### src/rtl/ff6_wb_pkg.sv
// Shared widths, defaults and the store-queue entry type for the FF6 write-back stage.
package ff6_wb_pkg;

  localparam int          REG_ADDR_BUS7     = 7;
  localparam int          REG_BUS128        = 128;
  localparam logic        RST_ENABLE        = 1'b1;
  localparam logic [31:0] LSLR_DEFAULT      = 32'h0003_FFF0;
  localparam int          STQ_DEPTH_DEFAULT = 4;

  // One queued quadword store: effective address plus the odd-pipe result.
  typedef struct packed {
    logic [31:0]             addr;
    logic [REG_BUS128-1:0]   data;
  } stq_entry_t;

endpackage

### src/rtl/ff6_stq.sv
// Store queue for FF6: a small registered FIFO of quadword stores.
// A push while full is only accepted when a pop happens in the same cycle.
module ff6_stq
  import ff6_wb_pkg::*;
#(
  parameter int DEPTH = STQ_DEPTH_DEFAULT,
  localparam int PW = $clog2(DEPTH),
  localparam int CW = $clog2(DEPTH + 1)
) (
  input  logic          clk,
  input  logic          rst,
  input  logic          push,
  input  logic          pop,
  input  stq_entry_t    push_data,
  output stq_entry_t    head,
  output logic [CW-1:0] count,
  output logic          full,
  output logic          almost_full
);

  stq_entry_t    mem [DEPTH];
  logic [PW-1:0] wr_ptr;
  logic [PW-1:0] rd_ptr;
  logic          empty;
  logic          pop_ok;
  logic          push_ok;

  assign empty       = (count == '0);
  assign full        = (count == CW'(DEPTH));
  assign almost_full = (count >= CW'(DEPTH - 1));
  assign pop_ok      = pop & ~empty;
  assign push_ok     = push & (~full | pop_ok);
  assign head        = mem[rd_ptr];

  // Storage array; contents are don't-care until written, so it carries no reset.
  always_ff @(posedge clk) begin
    if (push_ok) begin
      mem[wr_ptr] <= push_data;
    end
  end

  // Pointer and occupancy bookkeeping; pointers wrap naturally at the power-of-2 depth.
  always_ff @(posedge clk) begin
    if (rst == RST_ENABLE) begin
      wr_ptr <= '0;
      rd_ptr <= '0;
      count  <= '0;
    end else begin
      if (push_ok) begin
        wr_ptr <= wr_ptr + PW'(1);
      end
      if (pop_ok) begin
        rd_ptr <= rd_ptr + PW'(1);
      end
      if (push_ok && !pop_ok) begin
        count <= count + CW'(1);
      end else if (pop_ok && !push_ok) begin
        count <= count - CW'(1);
      end
    end
  end

endmodule

### src/rtl/ff6_wb.sv
// FF6 write-back stage: registers both pipe results onto the register-file write
// ports, suppresses the even write on a same-register collision (odd is younger),
// queues odd-pipe stores toward local store and counts retired writes.
module ff6_wb
  import ff6_wb_pkg::*;
#(
  parameter int          STQ_DEPTH = STQ_DEPTH_DEFAULT,
  parameter logic [31:0] LSLR      = LSLR_DEFAULT
) (
  input  logic                     clk,
  input  logic                     rst,
  input  logic [REG_ADDR_BUS7-1:0] iff6_rtaddr_e,
  input  logic                     iff6_wreg_e,
  input  logic [REG_BUS128-1:0]    iff6_rt_e,
  input  logic [2:0]               iff6_uid_e,
  input  logic [REG_ADDR_BUS7-1:0] iff6_rtaddr_o,
  input  logic                     iff6_wreg_o,
  input  logic [REG_BUS128-1:0]    iff6_rt_o,
  input  logic [2:0]               iff6_uid_o,
  input  logic [31:0]              iff6_memory_addr_o,
  input  logic                     iff6_st_valid_o,
  output logic                     wb_we_e,
  output logic [REG_ADDR_BUS7-1:0] wb_addr_e,
  output logic [REG_BUS128-1:0]    wb_data_e,
  output logic [2:0]               wb_uid_e,
  output logic                     wb_we_o,
  output logic [REG_ADDR_BUS7-1:0] wb_addr_o,
  output logic [REG_BUS128-1:0]    wb_data_o,
  output logic [2:0]               wb_uid_o,
  output logic                     wb_collide,
  output logic                     ls_req,
  output logic [31:0]              ls_addr,
  output logic [REG_BUS128-1:0]    ls_wdata,
  input  logic                     ls_ack,
  output logic                     stq_almost_full,
  output logic                     stq_overflow,
  output logic [31:0]              retire_cnt_e,
  output logic [31:0]              retire_cnt_o
);

  localparam int CW = $clog2(STQ_DEPTH + 1);

  logic          collide_next;
  logic          we_e_next;
  logic          st_pop;
  logic          st_drop;
  stq_entry_t    push_entry;
  stq_entry_t    head;
  logic [CW-1:0] count;
  logic          full;

  assign collide_next = iff6_wreg_e & iff6_wreg_o & (iff6_rtaddr_e == iff6_rtaddr_o);
  assign we_e_next    = iff6_wreg_e & ~collide_next;

  assign push_entry.addr = iff6_memory_addr_o;
  assign push_entry.data = iff6_rt_o;

  assign ls_req   = (count != '0);
  assign ls_addr  = ls_req ? (head.addr & LSLR) : '0;
  assign ls_wdata = ls_req ? head.data : '0;
  assign st_pop   = ls_req & ls_ack;
  assign st_drop  = iff6_st_valid_o & full & ~st_pop;

  ff6_stq #(
    .DEPTH(STQ_DEPTH)
  ) u_stq (
    .clk        (clk),
    .rst        (rst),
    .push       (iff6_st_valid_o),
    .pop        (st_pop),
    .push_data  (push_entry),
    .head       (head),
    .count      (count),
    .full       (full),
    .almost_full(stq_almost_full)
  );

  // Register both write ports for one cycle, applying collision suppression to the even pipe.
  always_ff @(posedge clk) begin
    if (rst == RST_ENABLE) begin
      wb_we_e    <= 1'b0;
      wb_addr_e  <= '0;
      wb_data_e  <= '0;
      wb_uid_e   <= '0;
      wb_we_o    <= 1'b0;
      wb_addr_o  <= '0;
      wb_data_o  <= '0;
      wb_uid_o   <= '0;
      wb_collide <= 1'b0;
    end else begin
      wb_we_e    <= we_e_next;
      wb_addr_e  <= iff6_rtaddr_e;
      wb_data_e  <= iff6_rt_e;
      wb_uid_e   <= iff6_uid_e;
      wb_we_o    <= iff6_wreg_o;
      wb_addr_o  <= iff6_rtaddr_o;
      wb_data_o  <= iff6_rt_o;
      wb_uid_o   <= iff6_uid_o;
      wb_collide <= collide_next;
    end
  end

  // Retire counters advance together with the write they count, so they match wb_we_* as shown.
  always_ff @(posedge clk) begin
    if (rst == RST_ENABLE) begin
      retire_cnt_e <= '0;
      retire_cnt_o <= '0;
    end else begin
      if (we_e_next) begin
        retire_cnt_e <= retire_cnt_e + 32'd1;
      end
      if (iff6_wreg_o) begin
        retire_cnt_o <= retire_cnt_o + 32'd1;
      end
    end
  end

  // Sticky flag for a store lost because the queue was full and nothing drained.
  always_ff @(posedge clk) begin
    if (rst == RST_ENABLE) begin
      stq_overflow <= 1'b0;
    end else if (st_drop) begin
      stq_overflow <= 1'b1;
    end
  end

endmodule

### config.mk
export PLATFORM = sky130hd
export DESIGN_NAME = ff6_wb
export DESIGN_NICKNAME = d
export VERILOG_FILES = /design/src/rtl/ff6_wb_pkg.sv /design/src/rtl/ff6_stq.sv /design/src/rtl/ff6_wb.sv
export SDC_FILE = /design/constraint.sdc
export NUM_CORES = 1
export LEC_CHECK = 0
export CORE_AREA = 2 2 317 319
export CTS_CLUSTER_DIAMETER = 120
export DETAILED_ROUTE_END_ITERATION = 12
export DIE_AREA = 0 0 319 321
export PLACE_DENSITY = 0.68
export SLEW_MARGIN = 20
export SYNTH_ARGS = -nofsm -noshare
export SYNTH_HDL_FRONTEND = slang
export SYNTH_SLANG_ARGS = --single-unit
### constraint.sdc
create_clock -name clk -period 8.7 [get_ports clk]
set_clock_uncertainty 0.1 [all_clocks]
set_input_delay 0.87 -clock clk [delete_from_list [all_inputs] [get_ports clk]]
set_output_delay 0.87 -clock clk [all_outputs]
set_load 0.05 [all_outputs]
Word-level counts from Yosys, hierarchy flattened

Memories as Yosys holds them, arrays and structs flattened. A register that Yosys moved wholly into a read port is not among the register bits.
Cells that the tools add are included.

Register bits after elaboration: 351
Bits in writable memories: 640
Output and inout bits: 506
Word-level logic and storage cells: 53
Memories kept: 1

Add/subtract/negate cells: 6
Magnitude comparators: 1
Equal/unequal tests: 2
Muxes and demuxes: 8
Bitwise operators: 13
Reductions and logical operators: 7

Memories:

| name      | depth | bits a word | read ports | clocked after memory_dff | write ports | RTL line      | RTL |
|---|---|---|---|---|---|---|---|
| u_stq.mem | 4     | 160         | 1          | 1                        | 1           | ff6_stq.sv:21 | `stq_entry_t mem [DEPTH];` |

Operator list:

| cell                                                | count |
|---|---|
| 2-to-1 mux 128 bit                                  | 1 |
| adder 32 x 1 -> 32 bit, second input constant       | 2 |
| 2-to-1 mux 18 bit                                   | 1 |
| bitwise AND 1 bit                                   | 8 |
| equality test 7 bit                                 | 1 |
| 2-to-1 mux 3 bit                                    | 2 |
| adder 2 x 1 -> 2 bit, second input constant         | 2 |
| 2-to-1 mux 2 bit                                    | 2 |
| NOT 1 bit                                           | 4 |
| adder 3 x 1 -> 3 bit, second input constant         | 1 |
| equality test 3 bit, second input constant          | 1 |
| >= comparator 3 x 2 -> 1 bit, second input constant | 1 |
| zero test 3 bit                                     | 1 |
| nonzero test 3 bit                                  | 1 |
| subtractor 3 x 1 -> 3 bit, second input constant    | 1 |
| logical AND 1 bit                                   | 2 |
| zero test 1 bit                                     | 2 |
| 2-to-1 mux 1 bit                                    | 2 |
| nonzero test 2 bit                                  | 1 |
| OR 1 bit                                            | 1 |

Longest topological paths before layout

Gate-level depths: netlist of run 1.

Word-level depth: 9
Gate-level depth with buffers: 9

By module

A second synthesis of run 1 with hierarchy kept.

Cells, all modules: 2025
Area total of the unflattened synthesis: 35242.6 um^2

By module, submodules not included:

| module  | instances | cells each | area an instance (um^2) | sequential area each (um^2) |
|---|---|---|---|---|
| ff6_stq | 1         | 884        | 23538.8                 | 19398.6 |
| ff6_wb  | 1         | 1141       | 11703.7                 | 6886.6 |

Least setup slack after synthesis of run 1

No wires, ideal clock.

Path kind: input to register
Start point: in ls_ack
End point: mem u_stq.mem[0][0] (netlist bit) (enable)
Library setup time: 0.518 ns
Arrival time: 4.550 ns
Path slack: 3.531 ns
Stages on the path: 4
Cells stage by stage: nor4b_1 nor2b_1 clkbuf_1 and2_1

Word-level cells in the longest chain between the ends: 6

Ends and longest elaborated chain:

| what                                   | RTL line      | RTL |
|---|---|---|
| start: declaration                     | ff6_wb.sv:34  | `input logic ls_ack,` |
| bitwise AND 1 bit                      | ff6_wb.sv:61  | `assign st_pop = ls_req & ls_ack;` |
| bitwise AND 1 bit                      | ff6_stq.sv:31 | `assign pop_ok = pop & ~empty;` |
| OR 1 bit                               | ff6_stq.sv:32 | `assign push_ok = push & (~full \| pop_ok);` |
| bitwise AND 1 bit                      | ff6_stq.sv:32 |  |
| via u_stq.push_ok                      | ff6_stq.sv:26 | `logic push_ok;` |
| 2-to-1 mux 1 bit                       | ff6_stq.sv:37 | `if (push_ok) begin` |
| 2-to-1 mux 1 bit (not written as such) | ff6_stq.sv:38 | `mem[wr_ptr] <= push_data;` |
| end: declaration                       | ff6_stq.sv:21 |  |

The timed path passes the listed nets, and every way through them passes these cells.

==> results of run 1 <==
==> report_power, final <==
| part | internal (W) | total [W] | switching, W |
|---|---|---|---|
| Sequential | 0.00497 | 0.00508 | 0.000108 |
| Combinational | 0.00165 | 0.00462 | 0.00297 |
| Clock | 0.00243 | 0.00415 | 0.00172 |
| Total | 0.00905 | 0.0138 | 0.00479 |
==> cells in the mapped netlist, drive strengths merged (12+ instances only) <==
master / number
or3: 12
edfxtp: 568
a21oi: 12
o21ai: 15
and2: 149
mux4: 142
nor2: 65
nand2: 21
dfxtp: 353
nand4: 19
nor2b: 280
buf: 42
nand3: 16
xor2: 52
clkbuf: 72
and3: 12
==> worst paths after layout <==
| kind | slack, ns | endpoint | cells past startpoint | startpoint |
|---|---|---|---|---|
| min reg2reg | 0.37 | stq_overflow$_SDFFE_PP0P_ | 2 | stq_overflow$_SDFFE_PP0P_ |
| max reg2reg | 5.66 | u_stq.mem[3][59]$_DFFE_PP_ | 4 | u_stq.count[0]$_SDFFE_PP0P_ |
| min | 0.37 | stq_overflow$_SDFFE_PP0P_ | 2 | stq_overflow$_SDFFE_PP0P_ |
| max | 3.95 | ls_wdata[37] | 4 | flop |
==> worst register-to-register path, cell delays in order (launching register included) <==
cell and delay (ns):
dfxtp_1 0.44, nor4b_1 0.11, nor2b_1 0.48, and2_4 0.69
buf_12 0.45
==> cell type report <==
cell class                      count  area (um^2)
Fill cell                        8685        54400
Antenna cell                        4         10.0
Inverter                            7         26.3
Multi-Input combinational cell    878         7870
Clock inverter                     52          515
Timing Repair Buffer              794         8010
Sequential cell                   921        24100
Tap cell                         1298         1620
Clock buffer                      130         2710
==> registers in the layout (all words and copies together) (netlist names), 7 cells and up, named ones only <==
name,flops
wb_addr_e,7
wb_data_e,128
retire_cnt_e,32
wb_addr_o,7
wb_data_o,128
u_stq.mem,568
retire_cnt_o,32
==> layer usage <==
layer	global-route usage (%)	wire length, um	share of wire, %	vias up
li1	-	-	-	8506
met1	18.8	33100	37	9178
met2	29.1	45100	51	623
met3	6.11	7050	7.9	180
met4	7.77	3640	4.1	44
met5	0	284	0.32	-
==> logic make-up (layout without fill, tap and decap cells) <==
| family | count (synthesis) | after routing | share of synthesized area, % |
|---|---|---|---|
| compound gates | 50 | 50 | 1.03 |
| simple gates | 594 | 594 | 11.0 |
| flops | 921 | 921 | 74.3 |
| mux | 146 | 146 | 9.97 |
| fa+ha+maj | 8 | 8 | 0.331 |
| other cells | 1 | 22 | 0.0116 |
| xor+xnor | 62 | 62 | 1.67 |
| buf+inv | 121 | 983 | 1.68 |
==> through the flow <==
step           std cells  power (W)
6_report            4084     0.0138
5_1_grt             4083     0.0144
4_1_cts             4080     0.0141
3_5_place_dp        3898    0.00987
3_3_place_gp        3898    0.00985
2_1_floorplan       1920    0.00820
==> results.toml, run 1 <==
[routing]
drt_iter0_drc = 1206
drtPass1Iterations = 5
ant_nets = 0
routed_wl_um = 89100
via_count = 18500
drc = 0
vias_per_cell = 4.54
wl_per_cell_um = 21.8

[floorplanning]
initial_core_util_pct = 32.7
die_x_um = 319
dieHeight_um = 321
dieArea_um2 = 102000
pin_count = 820
core_area_um2 = 99300
row_count = 116

[sta]
min_period_ns = 4.75
slew_headroom_pct = 19.6
drv_slew = 0
setup_tns_ns = 0
timing.final.crit_share_pct = 54.6
rsz0062_at_grt = "no"
hold_ws_ns = 0.367
setup_ws_ns = 3.95
worstMarginPinSlew_ns = 1.21
max_freq_mhz = 211
finalSetupViolCount = 0
hold_viol = 0

[setup_path]
crit_path_end_kind = "output pin"
crit_chain = "buf_12 -> mux4_2 -> and2_1 -> clkdlybuf4s50_1"
cp_top_family = "buffers and inverters"
cp-start-kind = "flop"
cp_slowest_cell = "clkdlybuf4s50_1"
slowest_delay_ns = 0.78
required_ns = 7.73
critPathArrivalTime_ns = 3.78
crit_type = "flop to output pin"
critPathBufInv = 2
cp_max_fo = 100

[clocking]
postCtsSetupRepairBufs = 0
clk_pin_slew_worst_paths_ns = 0.06
cts_inserted_buffers = 97
cts_tree = "built"
cts_root_buf = "clkbuf_16"
clock_path_buffers = 3
h-tree-depth = 3
clk_latency_ns = 0.67
postCtsHoldBufs = 0
clock-sinks = 921
cts_resized = 0

[flow_run]
drv_cap = 0

[power_and_ir_drop]
vdd_drop_max_mv = 0.186
p_per_area_nw_per_um2 = 308
p_leak_nw = 15.2

[final_layout]
mostFrequentLayoutCells = "782 x clkdlybuf4s50_1, 568 x edfxtp_1, 351 x dfxtp_1"
fin_nets = 3021
syn2layout_area_growth_pct = 38.3
fin_area_um2 = 44900
post-route-util_pct = 45.2
drive_gt1_share_pct = 11.5
final_common_cell = "clkdlybuf4s50_1"

[synth]
synth_area_um2 = 32500
ys_ff_latch = 921
synth_cells = 1903
synth_edf_count = 568
yosys-top-cells-area = "edfxtp_1 53%, dfxtp_1 22%, mux4_2 9.9%, nor2b_1 5.4%, and2_1 2.9%"
avgSynthCellArea_um2 = 17.1
ys.flop_type = "edfxtp_1"
post-synth-top-area-cell = "edfxtp_1"
ys_types = 39
synth-seq-area-share_pct = 74.3
synthArstFlopShare_pct = 0
synth.top_cell.area_share_pct = 52.5
yosysWarnings = 0

[grt]
grt_pass1_vias = 18800
antenna_found_initial = 29
grt.total_usage_pct = 16.9
grt_pass1_wl_um = 127000
grt_max_degree = 145
overflow = 0

[placed_design]
portBuffers = 783
dp_hpwl_um = 60300
placed_cell_area_um2 = 41700
pre_cts_ws_ns = 4.51
gp_congestion = 0.839

[hold_path]
hold_class = "flop to flop"

[run_status]
status = "finished clean"
Note: power is estimated with default switching activity, not from simulation.
==> run 2, diff against run 1 <==
- CORE_AREA: 2 2 317 319 -> 2 2 320 322
- DIE_AREA: 0 0 319 321 -> 0 0 322 324
- PLACE_DENSITY: 0.68 -> 0.67
- clock period: 8.7 -> 4.9 ns (I/O delays scaled with it)
==> run 2 against run 1 <==
  * Non-clock buffer count increased by 32
  * Utilization decreased by 0.45 points
  * Setup slack got worse by 2.9 ns
  * Power increased by 77%
  * Cell count increased by 1.2%
  * Critical endpoint is now ls_wdata[3]
  * Largest power group unchanged
==> results.toml, run 2 (synthesized netlist as in run 1, its figures left out) <==
[floorplanning]
dieHeight_um = 324
die_x_um = 322
dieArea_um2 = 104000
row_count = 117
pin_count = 820
initial_core_util_pct = 32.1
core_area_um2 = 101000

[flow_run]
drv_cap = 0

[grt]
grt_pass1_vias = 18900
gr-usage-met3_pct = 5.87
grt_max_degree = 142
overflow = 0
antenna_found_initial = 29
grt_use_met1_pct = 18.7
grt-busiest-layer = "met2"
grtUsageMet2_pct = 30.7
grt.total_usage_pct = 17.5
grt_pass1_wl_um = 132000

[setup_path]
crit_type = "flop to output pin"
critPathArrivalTime_ns = 3.24
required_ns = 4.31
crit_path_end_kind = "output pin"
cp-start-kind = "flop"
r2r_setup_slack_ns = 2.00
cp_max_fo = 89

[placed_design]
placed_cell_area_um2 = 42100
dp_cells = 3941
portBuffers = 783
dp_hpwl_um = 67500
gp_congestion = 0.897

[sta]
max_freq_mhz = 261
finalSetupViolCount = 0
setup_tns_ns = 0
slew_headroom_pct = 32.0
hold_ws_ns = 0.213
hold_viol = 0
min_period_ns = 3.83
drv_slew = 0
timing.final.crit_share_pct = 78.2
worstMarginPinSlew_ns = 1.02
rsz0062_at_grt = "no"

[run_status]
status = "finished clean"

[clocking]
postCtsSetupRepairBufs = 0
clock-sinks = 921
cts_root_buf = "clkbuf_16"
cts_tree = "built"
cts_inserted_buffers = 96
clk_latency_ns = 0.66
clk_pin_slew_worst_paths_ns = 0.06
clock_path_buffers = 3
cts_resized = 0
h-tree-depth = 3
postCtsHoldBufs = 0

[power_and_ir_drop]
power.total_w = 0.0245
vdd_drop_max_mv = 0.338
p_leak_nw = 15.4
p_per_area_nw_per_um2 = 543

[routing]
vias_per_cell = 4.50
wl_per_cell_um = 22.7
drc = 0
via_count = 18600
drtPass1Iterations = 4
drt_iter0_drc = 982
routed_wl_um = 94000
ant_nets = 0

[final_layout]
largestRegisters = "u_stq.mem x568, wb_data_e x128, wb_data_o x128"
fin_area_um2 = 45200
mostFrequentLayoutCells = "782 x clkdlybuf4s50_1, 568 x edfxtp_1, 351 x dfxtp_1"
fin_nets = 3052
final_common_cell = "clkdlybuf4s50_1"
drive_gt1_share_pct = 12.7
largest_reg_flops = 568
final_cells = 4135
syn2layout_area_growth_pct = 39.3
regMostFlops = "u_stq.mem"

[hold_path]
hold_class = "input pin to flop"
## run 2: area by class of cell
cell class	instances	area [um^2]
Tap cell	1309	1640
Fill cell	8861	55800
Clock buffer	119	2610
Inverter	7	26.3
Antenna cell	17	42.5
Clock inverter	58	518
Multi-Input combinational cell	878	7870
Sequential cell	921	24100
Timing Repair Buffer	826	8390
## run 2: path summary, 6_finish.rpt
kind / start / endpoint / cells after the start
min: rst / wb_data_e[34]$_SDFF_PP0_ / 2
max: u_stq.count[0]$_SDFFE_PP0P_ / ls_wdata[3] / 4
min reg2reg: retire_cnt_e[31]$_SDFFE_PP0P_ / retire_cnt_e[31]$_SDFFE_PP0P_ / 2
max reg2reg: u_stq.count[0]$_SDFFE_PP0P_ / u_stq.count[2]$_SDFFE_PP0P_ / 9
## run 2: routing by layer
| metal | wire length [um] | part of all wire (%) |
|---|---|---|
| met1 | 33900 | 36 |
| met4 | 4150 | 4.4 |
| met2 | 48500 | 52 |
| met5 | 247 | 0.26 |
| met3 | 7220 | 7.7 |
## run 2: power breakdown
part / switching, W / total [W] / internal, W
Sequential: 0.000172 / 0.00899 / 0.00881
Combinational: 0.00532 / 0.00836 / 0.00304
Clock: 0.00303 / 0.00720 / 0.00417
Total: 0.00852 / 0.0245 / 0.0160
## run 2: metrics by stage
stage	utilization (%)	setup WS, ns
3_3_place_gp	41.6	1.60
5_1_grt	44.8	0.864
4_1_cts	44.7	0.924
3_5_place_dp	41.6	1.59
2_1_floorplan	-	0.111
6_report	44.8	1.07
## run 2: critical path, cell delays in order, from the launching register on
cell             delay, ns
dfxtp_1               0.44
or3_4                 0.61
buf_12                0.33
and2_1                0.20
clkdlybuf4s50_1       0.87
